`src/rtl/seg7_display_monitor.sv`:
```
// Receive-side monitor for a two-digit active-low seven-segment countdown display.
// Decodes each ticked sample to a count and checks it follows the legal count sequence.
module seg7_display_monitor #(
    parameter int WIDTH     = 5,
    parameter int MAX_VALUE = 31,
    parameter int ERR_W     = 8
) (
    input  logic             clk,
    input  logic             reset,
    input  logic             tick,
    input  logic [6:0]       seg_ones,
    input  logic [6:0]       seg_tens,
    input  logic             dir_down,
    input  logic             pause,
    output logic [WIDTH-1:0] value,
    output logic             value_valid,
    output logic             seg_err,
    output logic             seq_err,
    output logic             locked,
    output logic [ERR_W-1:0] err_count
);

    typedef enum logic {SYNC, TRACK} state_t;

    state_t             state_q, state_d;
    logic [WIDTH-1:0]   value_q, value_d;
    logic               value_valid_q, value_valid_d;
    logic               seg_err_q, seg_err_d;
    logic               seq_err_q, seq_err_d;
    logic [ERR_W-1:0]   err_count_q, err_count_d;

    logic [4:0]         ones_dec, tens_dec;
    logic [6:0]         candidate;
    logic               legal;
    logic [WIDTH-1:0]   expected;

    // Returns {ok, digit}; blank is legal only on the tens digit (leading-zero blanking).
    function automatic logic [4:0] decode_digit(input logic [6:0] seg, input logic blank_ok);
        case (seg)
            7'h40:   return {1'b1, 4'd0};
            7'h79:   return {1'b1, 4'd1};
            7'h24:   return {1'b1, 4'd2};
            7'h30:   return {1'b1, 4'd3};
            7'h19:   return {1'b1, 4'd4};
            7'h12:   return {1'b1, 4'd5};
            7'h02:   return {1'b1, 4'd6};
            7'h78:   return {1'b1, 4'd7};
            7'h00:   return {1'b1, 4'd8};
            7'h10:   return {1'b1, 4'd9};
            7'h7F:   return {blank_ok, 4'd0};
            default: return 5'd0;
        endcase
    endfunction

    always_comb begin
        // NOTE: every signal driven here gets a default first, so no path can infer a latch.
        state_d       = state_q;
        value_d       = value_q;
        value_valid_d = 1'b0;
        seg_err_d     = 1'b0;
        seq_err_d     = 1'b0;
        err_count_d   = err_count_q;

        ones_dec  = decode_digit(seg_ones, 1'b0);
        tens_dec  = decode_digit(seg_tens, 1'b1);
        candidate = 7'(tens_dec[3:0]) * 7'd10 + 7'(ones_dec[3:0]);
        legal     = ones_dec[4] && tens_dec[4] && (candidate <= 7'(MAX_VALUE));

        // The stored value doubles as the reference for the successor check.
        if (pause)
            expected = value_q;
        else if (dir_down)
            expected = (value_q == '0) ? WIDTH'(MAX_VALUE) : value_q - WIDTH'(1);
        else
            expected = (value_q == WIDTH'(MAX_VALUE)) ? '0 : value_q + WIDTH'(1);

        if (tick) begin
            if (!legal) begin
                seg_err_d = 1'b1;
                state_d   = SYNC;
                if (err_count_q != '1)
                    err_count_d = err_count_q + ERR_W'(1);
            end else begin
                value_d       = WIDTH'(candidate);
                value_valid_d = 1'b1;
                state_d       = TRACK;
                if (state_q == TRACK && WIDTH'(candidate) != expected) begin
                    seq_err_d = 1'b1;
                    if (err_count_q != '1)
                        err_count_d = err_count_q + ERR_W'(1);
                end
            end
        end
    end

    // NOTE: non-blocking assignments for all state so every flop samples pre-edge values.
    always_ff @(posedge clk or negedge reset) begin
        if (!reset) begin
            state_q       <= SYNC;
            value_q       <= '0;
            value_valid_q <= 1'b0;
            seg_err_q     <= 1'b0;
            seq_err_q     <= 1'b0;
            err_count_q   <= '0;
        end else begin
            state_q       <= state_d;
            value_q       <= value_d;
            value_valid_q <= value_valid_d;
            seg_err_q     <= seg_err_d;
            seq_err_q     <= seq_err_d;
            err_count_q   <= err_count_d;
        end
    end

    assign value       = value_q;
    assign value_valid = value_valid_q;
    assign seg_err     = seg_err_q;
    assign seq_err     = seq_err_q;
    assign locked      = (state_q == TRACK);
    assign err_count   = err_count_q;

endmodule

```
`config.mk`:
```
export PLATFORM = sky130hd
export DESIGN_NAME = seg7_display_monitor
export DESIGN_NICKNAME = d
export VERILOG_FILES = /design/src/rtl/seg7_display_monitor.sv
export SDC_FILE = /design/constraint.sdc
export NUM_CORES = 1
export LEC_CHECK = 0
export ABC_AREA = 1
export ABC_CLOCK_PERIOD_IN_PS = 6410
export BUFFER_PORTS_ARGS = -buffer_cell sky130_fd_sc_hd__buf_4
export CORE_MARGIN = 2
export CORE_UTILIZATION = 60
export DETAILED_ROUTE_END_ITERATION = 10
export GPL_TIMING_DRIVEN = 0
export PLACE_DENSITY = 0.86
export REMOVE_ABC_BUFFERS = 1
export SLEW_MARGIN = 25
export SYNTH_ARGS = -nofsm -noshare
export SYNTH_HDL_FRONTEND = slang
export SYNTH_SLANG_ARGS = --single-unit
```
`constraint.sdc`:
```
create_clock -name clk -period 6.41 [get_ports clk]
set_input_delay 0.641 -clock clk [delete_from_list [all_inputs] [get_ports clk]]
set_output_delay 0.641 -clock clk [all_outputs]
set_load 0.02 [all_outputs]
```
==> Yosys cells after proc, flatten, opt, wreduce, memory -nomap -nowiden <==
Cells that the tools add are included.
{ "word_totals": {"regBits": 17, "in_bits": 19, "word_cells": 60, "out_inout_bits": 17} }
{ "op_classes": {"n_lt_le_gt_ge": 1, "n_reduce_logical": 9, "n_mux": 16, "multipliers": 1, "eq_ne": 23, "n_addsub": 4} }
{ "op_table": {"columns": ["cell", "count"], "rows": [
  ["$pmux W5 S10", 2],
  ["$eq A7 B7 Y1 const B", 7],
  ["$eq A7 B5 Y1 const B", 6],
  ["$eq A7 B6 Y1 const B", 4],
  ["$mux W8", 3],
  ["$mux W5", 4],
  ["$eq A7 B2 Y1 const B", 2],
  ["$logic_not A7 Y1", 2],
  ["$add A8 B1 Y8 const B", 1],
  ["$ne A8 B8 Y1 const B", 1],
  ["$add A7 B4 Y7", 1],
  ["$le A7 B5 Y1 const B", 1],
  ["$mux W1", 7],
  ["$mul A4 B3 Y6 const B", 1],
  ["$add A5 B1 Y5 const B", 1],
  ["$eq A5 B5 Y1 const B", 1],
  ["$logic_not A5 Y1", 1],
  ["$ne A5 B5 Y1", 1],
  ["$sub A5 B1 Y5 const B", 1],
  ["$reduce_and A2 Y1", 2],
  ["$logic_and A1 B1 Y1", 3],
  ["$ne A2 B1 Y1 const B", 1],
  ["$reduce_or A2 Y1", 1]
]} }

==> Longest topological paths before layout <==
{ "logic_depth": {"word_depth": 10, "depth_mapped": 23} }

==> Worst setup path after synthesis <==
OpenSTA, ideal clock, no wires.
{ "synth_path": {"path_type": "input to register", "startpoint": "in seg_tens[6]", "endpoint": "reg value_q[0] (netlist: value[0])", "path_stages": 17, "required_ns": 6.289, "n_path_buf": 1, "arrival_ns": 2.794, "path_slack_ns": 3.495, "cell_sequence": "inv_1 nor2_1 inv_1 nor2_1 nor2_2 o221ai_1 ha_1 ha_1 fa_1 nand3_1 nand2_1 nand2_1 nor2_4 nand2_2 buf_6 nand2_2 o21ai_2"} }
{ "synth_via": {"elab_chain_len": 8, "word_cells_on_any_way": 19, "cone_classes": "1 x add/sub; 1 x mul; 1 x order compare; 10 x eq/ne; 1 x mux; 5 x reduce/logical"} }
{ "synth_lines": {"columns": ["element", "line", "source"], "rows": [
  ["start, declared", "12", "input logic [6:0] seg_tens,"],
  ["$eq A7 B7 Y1", "39", "case (seg)"],
  ["$reduce_or A2 Y1 (no line)", null, null],
  ["$pmux W5 S10 (*)", "39", null],
  ["$mul A4 B3 Y6", "66", "candidate = 7'(tens_dec[3:0]) * 7'd10 + 7'(ones_dec[3:0]);"],
  ["$add A7 B4 Y7", "66", null],
  ["$le A7 B5 Y1", "67", "legal = ones_dec[4] && tens_dec[4] && (candidate <= 7'(MAX_VALUE));"],
  ["$logic_and A1 B1 Y1 (*)", "67", null],
  ["$reduce_and A2 Y1 (no line) (*)", null, null],
  ["end signal, assigned", "107", "value_q <= value_d;"],
  ["end, declared", "26", "logic [WIDTH-1:0] value_q, value_d;"]
]} }
Every way passes the cells marked *; elsewhere a longest branch is shown, timed or not.
A chain may end at the register's enable or synchronous reset.

==> Worst setup path in the final report <==
{ "layout_path": {"startpoint": "in seg_tens[3]", "endpoint": "reg value_q[4] (netlist: value[4])"} }
{ "layout_via": {"elab_chain_len": 8, "word_cells_on_any_way": 19, "cone_classes": "1 x add/sub; 1 x mul; 1 x order compare; 10 x eq/ne; 1 x mux; 5 x reduce/logical"} }
{ "layout_lines": {"columns": ["element", "line"], "rows": [
  ["$eq A7 B7 Y1", "39"],
  ["$reduce_or A2 Y1 (no line)", null],
  ["$pmux W5 S10 (*)", "39"],
  ["$mul A4 B3 Y6", "66"],
  ["$add A7 B4 Y7", "66"],
  ["$le A7 B5 Y1", "67"],
  ["$logic_and A1 B1 Y1", "67"],
  ["$reduce_and A2 Y1 (no line)", null]
]} }
Marks and branches as above.

==> flow_metrics.py <==
metrics = {
    "synthesis": {
        "synth_top_cells_by_area": "dfrtp_1 23%, nand2_1 18%, nand3_1 10%, inv_1 8.4%, nor2_1 8.4%",
        "yosys.area_share.simple_pct": 45.6,
        "synth-seq-cells": 17,
        "synth-xor-area-share_pct": 4.78,
        "synthCells": 299,
        "ys.flop_type": "dfrtp_1",
        "ys_seq_area_share_pct": 23.2,
        "avgSynthCellArea_sq_um": 6.13,
        "ys_warn_count": 0,
        "yosysTopAreaCell": "dfrtp_1",
        "ys_types": 32,
        "ys_top_cells_by_count": "88 x nand2_1, 41 x inv_1, 41 x nor2_1",
        "netlist.area_leader.share_pct": 23.2,
        "synth_adder_area_share_pct": 7.24,
        "synth_compound_area_share_pct": 9.01,
        "synth_top_family_by_area": "simple AND/OR/NAND/NOR gates",
        "muxShareOfSynthArea_pct": 0,
        "async_flop_share_pct": 100,
        "synth_most_common_cell": "nand2_1",
        "synth_edf_count": 0,
        "syn-cell-area_sq_um": 1830,
    },
    "critical_path": {
        "cpPeakStageDelay_ns": 0.35,
        "worst_r2r_path_depth": 18,
        "path_buf_inv": 2,
        "cp-end-kind": "register",
        "required_ns": 6.59,
        "cpMostUsedCell": "nand2_1",
        "critPathTopFamily": "simple AND/OR/NAND/NOR gates",
        "r2r_end": "err_count[6]",
        "worstSetupPathType": "in2reg",
        "arrival_ns": 3.23,
        "worstSetupPathDepth": 19,
        "cpMaxStageDelayCell": "ha_1",
        "start_kind": "primary input",
        "r2r_start": "value[1]",
        "critPathMaxFanout": 12,
        "crit_chain": "buf_4, inv_1, nor2_1, nand3_1, o21ai_0, nand2_1, nand2_1, ha_1, ha_1, nand2_1, nand3b_1, nand2_1, nand3_1, nand2_1, nand2_1, nor2_4, nand2_2, nand2_1, o21ai_2",
        "worst-r2r-setup-slack_ns": 3.96,
    },
    "sta": {
        "skew_ns": 0.00591,
        "finalHoldViolCount": 0,
        "fin_tns_setup_ns": 0,
        "fmax_mhz": 328,
        "worstMarginPinSlew_ns": 0.828,
        "setup_viol": 0,
        "relSlewSlack_pct": 44.5,
        "finalCritPeriodShare_pct": 47.6,
        "rsz0062_at_grt": "no",
        "fin_crit_ns": 3.05,
        "maxSlewViolCount": 0,
    },
    "global_route": {
        "gr-total-overflow": 0,
        "grt_first_pass_wirelength_um": 6620,
        "grt_max_degree": 18,
        "antenna_found_initial": 0,
        "grt_pass1_vias": 1684,
        "grt_usage_pct": 23.7,
    },
    "pwr": {
        "power_density_nw_per_um2": 150,
        "seqPwrFrac_pct": 43.5,
        "swShare_pct": 38.3,
        "ir_drop_mv": 0.0833,
        "combPwrFrac_pct": 39.0,
        "switching_power_mw": 0.123,
        "clkPwrFrac_pct": 17.6,
        "power_leakage_nw": 1.23,
        "p_int_mw": 0.198,
    },
    "clock_tree": {
        "postCtsSetupBuffers": 0,
        "clockBufferDepth": 2,
        "cts.reportedPaths.clkPinSlew_ns": 0.09,
        "clk_latency_ns": 0.29,
        "clock_sink_count": 17,
        "cts-root-buf": "clkbuf_4",
        "cts_buffers": 3,
        "cts_resized": 0,
        "h-tree-depth": 1,
        "cts_tree": "yes",
        "postCtsHoldBufs": 0,
    },
    "route": {
        "vias": 1915,
        "wl_per_cell_um": 10.3,
        "postRouteAntennaNets": 0,
        "vias_per_cell": 5.20,
        "drt_first_pass_iters": 5,
        "wl_um": 3790,
        "drt_iter0_markers": 106,
        "drc": 0,
    },
    "job": {
        "max-cap-violations": 0,
    },
    "final_layout": {
        "drive_gt1_share_pct": 17.9,
        "area_growth_pct": 16.9,
        "n_antenna_cell": 0,
        "final_cells": 368,
        "fillers": 270,
        "nNetsFinal": 365,
        "fin_util_pct": 71.9,
    },
    "die": {
        "start_util_pct": 61.6,
        "top_level_ports": 36,
        "num_rows": 20,
        "dieWidth_um": 59.3,
        "die_h_um": 59.3,
        "die_area_sq_um": 3510,
        "core-area_sq_um": 2980,
    },
    "placement": {
        "io_buffers": 35,
        "gp_congestion": 0.841,
        "placed_cells": 364,
        "hpwl_um": 3130,
    },
    "hold_path": {
        "hold_class": "in2async",
    },
    "run_status": {
        "status": "finished, final reports clean",
    },
}
==> cell usage in the layout, fill, tap and decap left out, drive strengths merged <==
master and n:
a21oi 2, o21ai 16, o211ai 2, xnor2 3, o221ai 1, nand3b 1, conb 1, xor2 7
nor3 4, buf 35, clkbuf 4, nand2 98, dfrtp 17, nor4 1, inv 43, a32oi 1
nand3 37, a31oi 1, a41oi 1, o2111ai 1, fa 1, nand4 4, nor2 45, ha 9
==> stage by stage <==
step	cell area, sq um	total power, mW	setup WS [ns]	hold WS [ns]
after CTS	2140	0.325	3.39	0.187
after detailed placement	2120	0.267	3.08	0.514
final	2140	0.321	3.36	0.188
after floorplan	1810	0.215	3.48	0.345
after global placement	2120	0.262	3.14	0.481
after global routing	2140	0.348	3.02	0.182
==> final cells by class <==
type | count | area (sq um) | share of cell area (%)
clock buffers | 4 | 26.3 | 1.23
multi-input cells | 236 | 1220 | 57.2
repair buffers | 35 | 263 | 12.3
inverters | 43 | 161 | 7.54
well taps | 33 | 41.3 | 1.93
flip-flops and latches | 17 | 425 | 19.9
==> worst reg2reg max path, cell delays in order (launching register included) <==
cell and delay (ns):
dfrtp_1 0.50, ha_1 0.23, nand2_1 0.07, nor2_1 0.11, ha_1 0.17, inv_1 0.05, o21ai_0 0.15, nand3_1 0.13
nand3_1 0.11, nand2_1 0.06, nor2_1 0.11, nand2_1 0.06, nor2_1 0.08, nand3_1 0.12, nand2_2 0.11, nand2_4 0.09
nand2_4 0.12, nand2_1 0.07, nand2_1 0.06
==> registers in the layout, indices dropped and copies added, names as in the netlist <==
register and flops:
err_count 8, value 5, locked 1, seg_err 1, seq_err 1, value_valid 1
==> cells by family (layout without fill, tap and decap cells) <==
kind of cell | Yosys count | in the layout
and+or+nand+nor | 190 | 190
buffers and inverters | 46 | 82
AOI/OAI and AO/OA | 25 | 25
DFF | 17 | 17
adders and majority gates | 10 | 10
xor gates and xnor gates | 10 | 10
other | 1 | 1
==> worst max-delay path by stage <==
stage,to,start,slack (ns)
after floorplan,value[4],seg_tens[6],3.48
after global placement,value[4],seg_tens[6],3.14
after detailed placement,value[4],seg_tens[3],3.08
after CTS,value[4],seg_tens[3],3.39
after global routing,err_count[5],seg_tens[3],3.02
final,value[4],seg_tens[3],3.36
==> power groups by stage <==
stage / logic [mW] / registers (mW) / clock network (mW)
2_1_floorplan: 0.0584 / 0.157 / 0
3_3_place_gp: 0.122 / 0.140 / 0
3_5_place_dp: 0.126 / 0.142 / 0
4_1_cts: 0.126 / 0.139 / 0.0592
5_1_grt: 0.143 / 0.141 / 0.0644
6_report: 0.125 / 0.140 / 0.0565
==> layer usage <==
metal / vias to the layer above / wire, um / track usage (%)
met4: 0 / 34 / 5.52
li1: 1020 / - / -
met2: 51 / 1790 / 41.0
met3: 5 / 156 / 3.93
met5: - / 0 / 0
met1: 839 / 1800 / 30.8
Power figures use the tool's default switching activity.
